==> config.mk <==
export PLATFORM = sky130hd
export DESIGN_NAME = ahb_flash_rd_arbiter
export DESIGN_NICKNAME = d
export VERILOG_FILES = /design/src/rtl/ahb_flash_rd_arbiter.sv
export SDC_FILE = /design/constraint.sdc
export NUM_CORES = 1
export LEC_CHECK = 0
export ABC_AREA = 1
export ABC_CLOCK_PERIOD_IN_PS = 1540
export BUFFER_PORTS_ARGS = -buffer_cell sky130_fd_sc_hd__buf_2
export CORE_ASPECT_RATIO = 1.4
export CORE_MARGIN = 8
export CORE_UTILIZATION = 45
export DETAILED_ROUTE_END_ITERATION = 12
export GPL_TIMING_DRIVEN = 1
export MAX_ROUTING_LAYER = met4
export PLACE_DENSITY = 0.76
export SETUP_SLACK_MARGIN = 0.3
export SLEW_MARGIN = 20
export SYNTH_ARGS = -nofsm -noshare
export SYNTH_HDL_FRONTEND = slang
export SYNTH_SLANG_ARGS = --single-unit
export TNS_END_PERCENT = 20
==> constraint.sdc <==
create_clock -name HCLK -period 1.54 [get_ports HCLK]
set_input_delay 0.385 -clock HCLK [delete_from_list [all_inputs] [get_ports HCLK]]
set_output_delay 0.385 -clock HCLK [all_outputs]
set_load 0.01 [all_outputs]
==> src/rtl/ahb_flash_rd_arbiter.sv <==
// Two-port (instruction / data) read arbiter in front of the flash controller's AHB-Lite slave port.
// Optional build macro FLASH_ARB_FIXED_PRIO_EN: D port wins every tie instead of round-robin.
module ahb_flash_rd_arbiter #(
    parameter int AW = 24
) (
    input  logic          HCLK,
    input  logic          HRESETn,
    input  logic          i_req,
    input  logic [AW-1:0] i_addr,
    output logic          i_gnt,
    output logic          i_rvalid,
    output logic [31:0]   i_rdata,
    input  logic          d_req,
    input  logic [AW-1:0] d_addr,
    output logic          d_gnt,
    output logic          d_rvalid,
    output logic [31:0]   d_rdata,
    output logic [31:0]   HADDR,
    output logic [1:0]    HTRANS,
    output logic [2:0]    HSIZE,
    output logic          HWRITE,
    output logic          HSEL,
    input  logic          HREADY,
    input  logic [31:0]   HRDATA,
    output logic          busy
);

    typedef enum logic [1:0] {
        ST_IDLE = 2'd0,
        ST_ADDR = 2'd1,
        ST_DATA = 2'd2
    } state_e;

    localparam logic PORT_I = 1'b0;
    localparam logic PORT_D = 1'b1;

    state_e          state_q, state_d;
    logic            owner_q, owner_d;
    logic [AW-3:0]   addr_q, addr_d;
    logic            i_rvalid_q, i_rvalid_d;
    logic            d_rvalid_q, d_rvalid_d;
    logic [31:0]     i_rdata_q, i_rdata_d;
    logic [31:0]     d_rdata_q, d_rdata_d;
    logic            win_s;
    logic [AW-3:0]   win_addr_s;
    logic            unused_addr_bits_s;

`ifdef FLASH_ARB_FIXED_PRIO_EN
    // Fixed priority: D takes every tie.
    always_comb begin
        if (d_req) begin
            win_s = PORT_D;
        end else begin
            win_s = PORT_I;
        end
    end
`else
    logic rr_last_q, rr_last_d;

    // Round-robin: on a tie the port not granted last time wins.
    always_comb begin
        if (i_req && d_req) begin
            win_s = ~rr_last_q;
        end else if (d_req) begin
            win_s = PORT_D;
        end else begin
            win_s = PORT_I;
        end
    end

    // rr_last remembers the owner of the most recent address phase.
    always_comb begin
        rr_last_d = rr_last_q;
        if (state_q == ST_ADDR && HREADY) begin
            rr_last_d = owner_q;
        end else begin
            rr_last_d = rr_last_q;
        end
    end

    // Round-robin history register; D counts as last granted out of reset.
    always_ff @(posedge HCLK or negedge HRESETn) begin
        if (!HRESETn) begin
            rr_last_q <= PORT_D;
        end else begin
            rr_last_q <= rr_last_d;
        end
    end
`endif

    assign win_addr_s         = (win_s == PORT_D) ? d_addr[AW-1:2] : i_addr[AW-1:2];
    assign unused_addr_bits_s = ^{i_addr[1:0], d_addr[1:0]};

    // Next-state, latching of owner/address and read-data capture.
    always_comb begin
        state_d    = state_q;
        owner_d    = owner_q;
        addr_d     = addr_q;
        i_rvalid_d = 1'b0;
        d_rvalid_d = 1'b0;
        i_rdata_d  = i_rdata_q;
        d_rdata_d  = d_rdata_q;
        case (state_q)
            ST_IDLE: begin
                if (i_req || d_req) begin
                    owner_d = win_s;
                    addr_d  = win_addr_s;
                    state_d = ST_ADDR;
                end else begin
                    state_d = ST_IDLE;
                end
            end
            ST_ADDR: begin
                if (HREADY) begin
                    state_d = ST_DATA;
                end else begin
                    state_d = ST_ADDR;
                end
            end
            ST_DATA: begin
                if (HREADY) begin
                    if (owner_q == PORT_D) begin
                        d_rvalid_d = 1'b1;
                        d_rdata_d  = HRDATA;
                    end else begin
                        i_rvalid_d = 1'b1;
                        i_rdata_d  = HRDATA;
                    end
                    // A pending request goes straight to ADDR, no idle cycle.
                    if (i_req || d_req) begin
                        owner_d = win_s;
                        addr_d  = win_addr_s;
                        state_d = ST_ADDR;
                    end else begin
                        state_d = ST_IDLE;
                    end
                end else begin
                    state_d = ST_DATA;
                end
            end
            default: begin
                state_d = ST_IDLE;
            end
        endcase
    end

    // State, transfer context and per-port response registers.
    always_ff @(posedge HCLK or negedge HRESETn) begin
        if (!HRESETn) begin
            state_q    <= ST_IDLE;
            owner_q    <= PORT_I;
            addr_q     <= '0;
            i_rvalid_q <= 1'b0;
            d_rvalid_q <= 1'b0;
            i_rdata_q  <= 32'h0000_0000;
            d_rdata_q  <= 32'h0000_0000;
        end else begin
            state_q    <= state_d;
            owner_q    <= owner_d;
            addr_q     <= addr_d;
            i_rvalid_q <= i_rvalid_d;
            d_rvalid_q <= d_rvalid_d;
            i_rdata_q  <= i_rdata_d;
            d_rdata_q  <= d_rdata_d;
        end
    end

    assign i_gnt    = (state_q == ST_ADDR) && HREADY && (owner_q == PORT_I);
    assign d_gnt    = (state_q == ST_ADDR) && HREADY && (owner_q == PORT_D);
    assign i_rvalid = i_rvalid_q;
    assign d_rvalid = d_rvalid_q;
    assign i_rdata  = i_rdata_q;
    assign d_rdata  = d_rdata_q;
    assign HADDR    = {{(32-AW){1'b0}}, addr_q, 2'b00};
    assign HTRANS   = (state_q == ST_ADDR) ? 2'b10 : 2'b00;
    assign HSEL     = (state_q == ST_ADDR);
    assign HSIZE    = 3'b010;
    assign HWRITE   = 1'b0;
    assign busy     = (state_q != ST_IDLE);

endmodule

==> results of run 1 <==
==> through the flow <==
| step | std cells | utilization, % | TNS (ns) |
|---|---|---|---|
| 3_3_place_gp | 719 | 57.5 | 0 |
| 2_1_floorplan | 470 | - | 0 |
| 4_1_cts | 748 | 63.9 | -0.0948 |
| 5_1_grt | 753 | 68.4 | -0.425 |
| 3_5_place_dp | 719 | 57.5 | 0 |
| 6_report | 753 | 68.4 | -0.112 |
==> final cells by class <==
class / count / share of cell area (%)
Sequential cell: 92 / 39.8
Multi-Input combinational cell: 300 / 25.5
Timing Repair Buffer: 202 / 24.9
Clock buffer: 13 / 4.67
Inverter: 38 / 2.47
Tap cell: 105 / 2.27
Clock inverter: 3 / 0.346
==> registers in the layout, summed over array words and instances (netlist names) <==
register and cells:
addr_q 22, d_rdata 32, d_rvalid 1, i_rdata 32, i_rvalid 1, owner_q 1, rr_last_q 1, state_q 2
==> routing by layer <==
layer	share of wire (%)	wire length [um]	vias up
met5	0	0	-
met2	50	5920	165
met3	8.0	933	13
met4	1.1	131	0
met1	41	4750	1732
li1	-	-	1764
==> report_power, final <==
part	switching [W]	total [W]	internal, W
combinational	0.00240	0.00455	0.00216
clock	0.000888	0.00211	0.00122
sequential	0.000758	0.00423	0.00347
==> kinds of logic after synthesis <==
group / Yosys count / synth area share [%]
AOI/OAI and AO/OA: 66 / 8.52
buffers and inverters: 78 / 9.75
DFF: 92 / 59.4
other: 2 / 0.194
and+or+nand+nor: 219 / 22.1
==> timing repair <==
action                                  in CTS  in global routing
endpoints found under the setup margin     118                181
pin swaps                                    6                 25
hold endpoints to repair                    22                  0
hold buffers                                 1                  0
cloned                                       3                  2
setup buffers                                9                  3
gates resized for setup                     31                 97
==> synth_stat cells, drive strengths merged <==
cell,count
nor2,8
conb,2
dfrtp,91
nand4,1
nand3b,1
o21ai,66
clkbuf,3
nand3,22
buf,37
nand2,187
dfstp,1
inv,38
==> placed cells by master (no fill, tap or decap), drive strengths merged <==
master,synthesis,layout
clkinvlp,0,2
dfrtp,91,91
clkinv,0,1
buf,37,198
inv,38,38
nand3b,1,1
nand4,1,1
dlygate4sd3,0,1
dfstp,1,1
clkbuf,3,16
conb,2,15
nand2,187,187
nand3,22,22
o21ai,66,66
nor2,8,8
==> critical path: stages (launching register included) <==
cell     delay (ns)
dfrtp_1        0.42
nor2_4         0.15
nand2_4        0.08
nor2_2         0.07
buf_2          0.13
==> worst paths after layout <==
kind                                to  slack [ns]  cells past startpoint
min in group asynchronous   i_rdata[8]        0.51                      2
min reg2reg                 addr_q[15]        0.48                      2
min                         i_rdata[6]        0.30                      3
max in group asynchronous   i_rdata[2]        0.53                      3
max                              d_gnt       -0.04                      4
max reg2reg                i_rdata[17]        0.09                      8
==> impl_metrics.csv, run 1 <==
group,metric,value,unit
outcome,status,"finished, violations left",
outcome,violations,"setup timing",
placement,portBuffers,173,
final_layout,fin_nets,728,
clock_tree,h-tree-depth,3,
power_and_ir_drop,ir_drop,0.00101,V
final_layout,regArea,2300,um2
critical_path,arrival,1.19,ns
yosys,synth_area,3880,um2
routing,post_drt_wl_per_cell,15.6,um
clock_tree,cts_buffers,9,
clock_tree,cts.sinks,92,
floorplan,design.core.area,8460,um2
yosys,synthDistinctLibCells,17,
grt,use_met3,4.99,%
floorplan,die_h,126,um
sta,timing.final.ws_setup,-0.0389,ns
grt,antenna_found_initial,0,
clock_tree,cts_tree,"yes",
power_and_ir_drop,power.total,0.0109,W
grt,overflow,0,
sta,fin_crit,1.58,ns
floorplan,start_util,45.8,%
sta,hold_viol_final,0,
sta,whs,0.301,ns
floorplan,io_pins,193,
routing,postRouteAntennaNets,0,
yosys,yosys_warnings,0,
grt,grt_max_degree,66,
placement,place_hpwl,8080,um
grt,top_usage_layer,"met2",
routing,drcViolationCount,0,
final_layout,fin_area,5780,um2
grt,use_met2,30.0,%
grt,gr-usage-met1,23.3,%
grt,grt_pass1_wl,17800,um
placement,place_area,4860,um2
placement,post-place-ws,0.154,ns
clock_tree,clockBufferDepth,2,
routing,dr.pass1.iters,4,
yosys,postSynthRegisterBits,92,
critical_path,required,1.15,ns
final_layout,drive_gt1_share,40.7,%
routing,drt-total-wl,11700,um
floorplan,rows,40,
yosys,netlist.top_cell.by_area,"dfrtp_1",
routing,vias_per_cell,4.88,
critical_path,worst_setup_path_end_kind,"output pin",
grt,grt_usage,19.2,%
critical_path,reg2reg_from,"state_q[1]",
routing,vias,3674,
yosys,synth-seq-area-share,59.4,%
sta,drv_slew,0,
critical_path,timing.critical_path.from,"state_q[1]",
routing,drt_iter0_drc,124,
worst_hold_path,min_from,"HRDATA[6]",
power_and_ir_drop,leakage,3.31,nW
run,cap_violations,0,
critical_path,critPathLaunchType,"flip-flop",
sta,fmax,633,MHz
sta,finalClockSkew,0.00579,ns
final_layout,fillers,678,
final_layout,multi_input_area,1480,um2
critical_path,timing_worst_setup_path_type,"reg2out",
power_and_ir_drop,power.density,1880,nW/um2
yosys,synth_cells,457,
clock_tree,clock_latency,0.33,ns
yosys,synthTopCellsByArea,"dfrtp_1, nand2_1, o21ai_0",
worst_hold_path,min_path_type,"in2reg",
floorplan,die_w,94.5,um
sta,rsz0062_at_grt,"yes",
sta,finalSetupViolCount,5,
grt,grt_pass1_vias,3666,
placement,routabilityCongestion,0.786,
sta,period_share,103,%
clock_tree,cts.clk_slew.worst_paths,0.06,ns
floorplan,dieArea,11900,um2
yosys,synth_top_area_share,58.7,%
final_layout,n_antenna_cell,0,
critical_path,critPathMaxFanout,4,
yosys,syn_avg_cell_area,8.48,um2
clock_tree,root_buffer,"clkbuf_16",
final_layout,areaGrowthSynthToFinish,49.2,%
No activity file was read; power rests on OpenSTA's default activity.
==> inputs of run 2 (changes only) <==
- TNS_END_PERCENT: 20 -> unset
==> run 2 against run 1 <==
Net effect: the flow still finishes with violations (setup timing); critical path depth did not move; worst setup slack barely moved; flip-flop and latch count is the same; global-route usage rose by 0.69 points; register-to-register slack lost 0.04 ns; clock-buffer cell count unchanged; core utilization grew 7.2 points; via count is 9.7% higher; sequential power barely moved; non-clock buffer count up 54; highest routed layer unchanged.
==> impl_metrics.csv, run 2 (synthesis gave the netlist of run 1 again) <==
group,metric,value,unit
outcome,status,"finished, violations left",
outcome,violations,"setup timing",
critical_path,required,1.15,ns
routing,routed-wl-met2,7430,um
floorplan,design.core.area,8460,um2
critical_path,timing.critical_path.from,"state_q[1]",
final_layout,fin_area,6400,um2
routing,postRouteAntennaNets,0,
final_layout,n_antenna_cell,0,
power_and_ir_drop,power.density,1900,nW/um2
critical_path,critPathLaunchType,"flip-flop",
clock_tree,clockBufferDepth,2,
grt,antenna_found_initial,0,
placement,post-place-ws,0.154,ns
clock_tree,cts.sinks,92,
floorplan,dieArea,11900,um2
sta,finalSetupViolCount,5,
final_layout,final_core_util,75.6,%
sta,drv_slew,0,
placement,place_area,4860,um2
final_layout,layout_commonest_cell,"nand2_1",
sta,period_share,103,%
clock_tree,cts_buffers,9,
power_and_ir_drop,power.share.switching,37.0,%
run,cap_violations,0,
critical_path,critPathSlowestCell,"dfrtp_1",
final_layout,fin_nets,782,
routing,dr.pass1.iters,4,
final_layout,areaGrowthSynthToFinish,65.0,%
grt,grt_pass1_vias,3798,
critical_path,timing_worst_setup_path_type,"reg2out",
floorplan,die_h,126,um
routing,routed.top_layer,"met4",
power_and_ir_drop,power_frac_clock,17.5,%
floorplan,die_w,94.5,um
grt,grt_pass1_wl,18400,um
critical_path,crit_buf_inv,1,
placement,portBuffers,173,
routing,drcViolationCount,0,
placement,routabilityCongestion,0.786,
power_and_ir_drop,p_seq_share,34.7,%
critical_path,cp_slowest_stage_delay,0.42,ns
power_and_ir_drop,combPwrFrac,47.8,%
routing,wl_met3,1120,um
clock_tree,h-tree-depth,3,
critical_path,critPathMaxFanout,4,
clock_tree,clock_latency,0.34,ns
routing,drt-total-wl,14300,um
sta,rsz0062_at_grt,"yes",
sta,timing.final.ws_setup,-0.0391,ns
power_and_ir_drop,p_int,0.00766,W
power_and_ir_drop,ir_drop,0.00100,V
final_layout,fillers,600,
clock_tree,root_buffer,"clkbuf_16",
sta,finalClockSkew,0.00563,ns
sta,whs,0.311,ns
routing,post_drt_wl_per_cell,17.7,um
critical_path,path_cells,"nor2_4 > nand2_4 > nor2_2 > buf_2",
power_and_ir_drop,power_switching,0.00451,W
final_layout,final_cell_mix,"nand2_1, buf_2, dfrtp_1, buf_4, inv_1",
sta,fmax,633,MHz
floorplan,rows,40,
grt,overflow,0,
worst_hold_path,min_path_type,"in2reg",
floorplan,io_pins,193,
sta,hold_viol_final,0,
routing,vias_per_cell,4.99,
clock_tree,cts.clk_slew.worst_paths,0.06,ns
grt,grt_usage,19.9,%
critical_path,cpLargestDelayFamily,"flip-flops",
critical_path,worst_setup_path_end_kind,"output pin",
routing,vias,4030,
critical_path,arrival,1.19,ns
power_and_ir_drop,leakage,3.64,nW
floorplan,start_util,45.8,%
grt,grt_max_degree,66,
placement,place_hpwl,8080,um
routing,wl_met1,5500,um
clock_tree,cts_tree,"yes",
sta,fin_crit,1.58,ns
routing,drt_iter0_drc,129,
critical_path,reg2reg_from,"state_q[1]",
final_layout,drive_gt1_share,48.0,%
worst_hold_path,min_from,"HRDATA[11]",
power_and_ir_drop,power.total,0.0122,W
-- run 2: changes by cell type in the layout (fill, tap and decap cells not counted), moves of 2 or more --
cell     delta
buf_12      +5
buf_4      +44
buf_6       +4
inv_1       -2
inv_2       +2
nand2_1     -6
nand2_2     +3
nand2_4     +2
o21ai_0     -2
o21ai_1     -8
o21ai_2     +8
o21ai_4     +2
-- run 2: worst min-delay path, delay by kind of cell --
| family | cells | cell delay (ns) |
|---|---|---|
| buffers and inverters | 2 | 0.12 |
| AO/OA/AOI/OAI | 1 | 0.10 |
-- run 2: cell type report --
| type | count | area, um2 | share of cell area (%) |
|---|---|---|---|
| flip-flops and latches | 92 | 2300 | 36.0 |
| repair buffers | 256 | 1950 | 30.6 |
| multi-input cells | 300 | 1570 | 24.6 |
| clock buffers | 13 | 270 | 4.23 |
| inverters | 38 | 143 | 2.23 |
| well taps | 105 | 131 | 2.05 |
| clock inverters | 3 | 20.0 | 0.313 |
-- run 2: power by group through the flow --
stage          Clock (W)  Combinational, W  Sequential [W]
2_1_floorplan          0           0.00151         0.00452
3_3_place_gp           0           0.00363         0.00404
3_5_place_dp           0           0.00375         0.00407
4_1_cts          0.00215           0.00455         0.00405
5_1_grt          0.00225           0.00628         0.00432
6_report         0.00213           0.00581         0.00423
-- run 2: path summary, 6_finish.rpt --
kind / endpoint / slack (ns) / depth (start not counted)
setup / recovery: d_gnt / -0.04 / 4
hold / removal: d_rdata[11] / 0.31 / 3
setup reg to reg: i_rdata[0] / 0.05 / 7
hold reg to reg: addr_q[7] / 0.47 / 2
max in group asynchronous: i_rdata[9] / 0.51 / 3
min in group asynchronous: i_rdata[12] / 0.51 / 2
-- run 2: metal layers --
metal  vias to the layer above  global-route usage (%)
met5                         -                       -
met4                         0                    7.38
met3                        18                    4.93
met2                       215                    31.3
met1                      1931                    23.9
li1                       1866                       -
-- run 2: stage by stage --
stage	cells	setup TNS, ns
after floorplan	470	0
after global placement	719	0
after detailed placement	719	0
after CTS	771	-0.0948
after global routing	807	-0.419
final	807	-0.0919
-- run 2: repair_timing --
| item | in CTS | in global routing |
|---|---|---|
| pin swaps | 6 | 12 |
| gates resized for setup | 36 | 131 |
| gates cloned | 4 | 9 |
| buffers inserted | 31 | 27 |
| hold endpoints to repair | 22 | 0 |
| hold buffers | 1 | 0 |
| endpoints found under the setup margin | 118 | 181 |
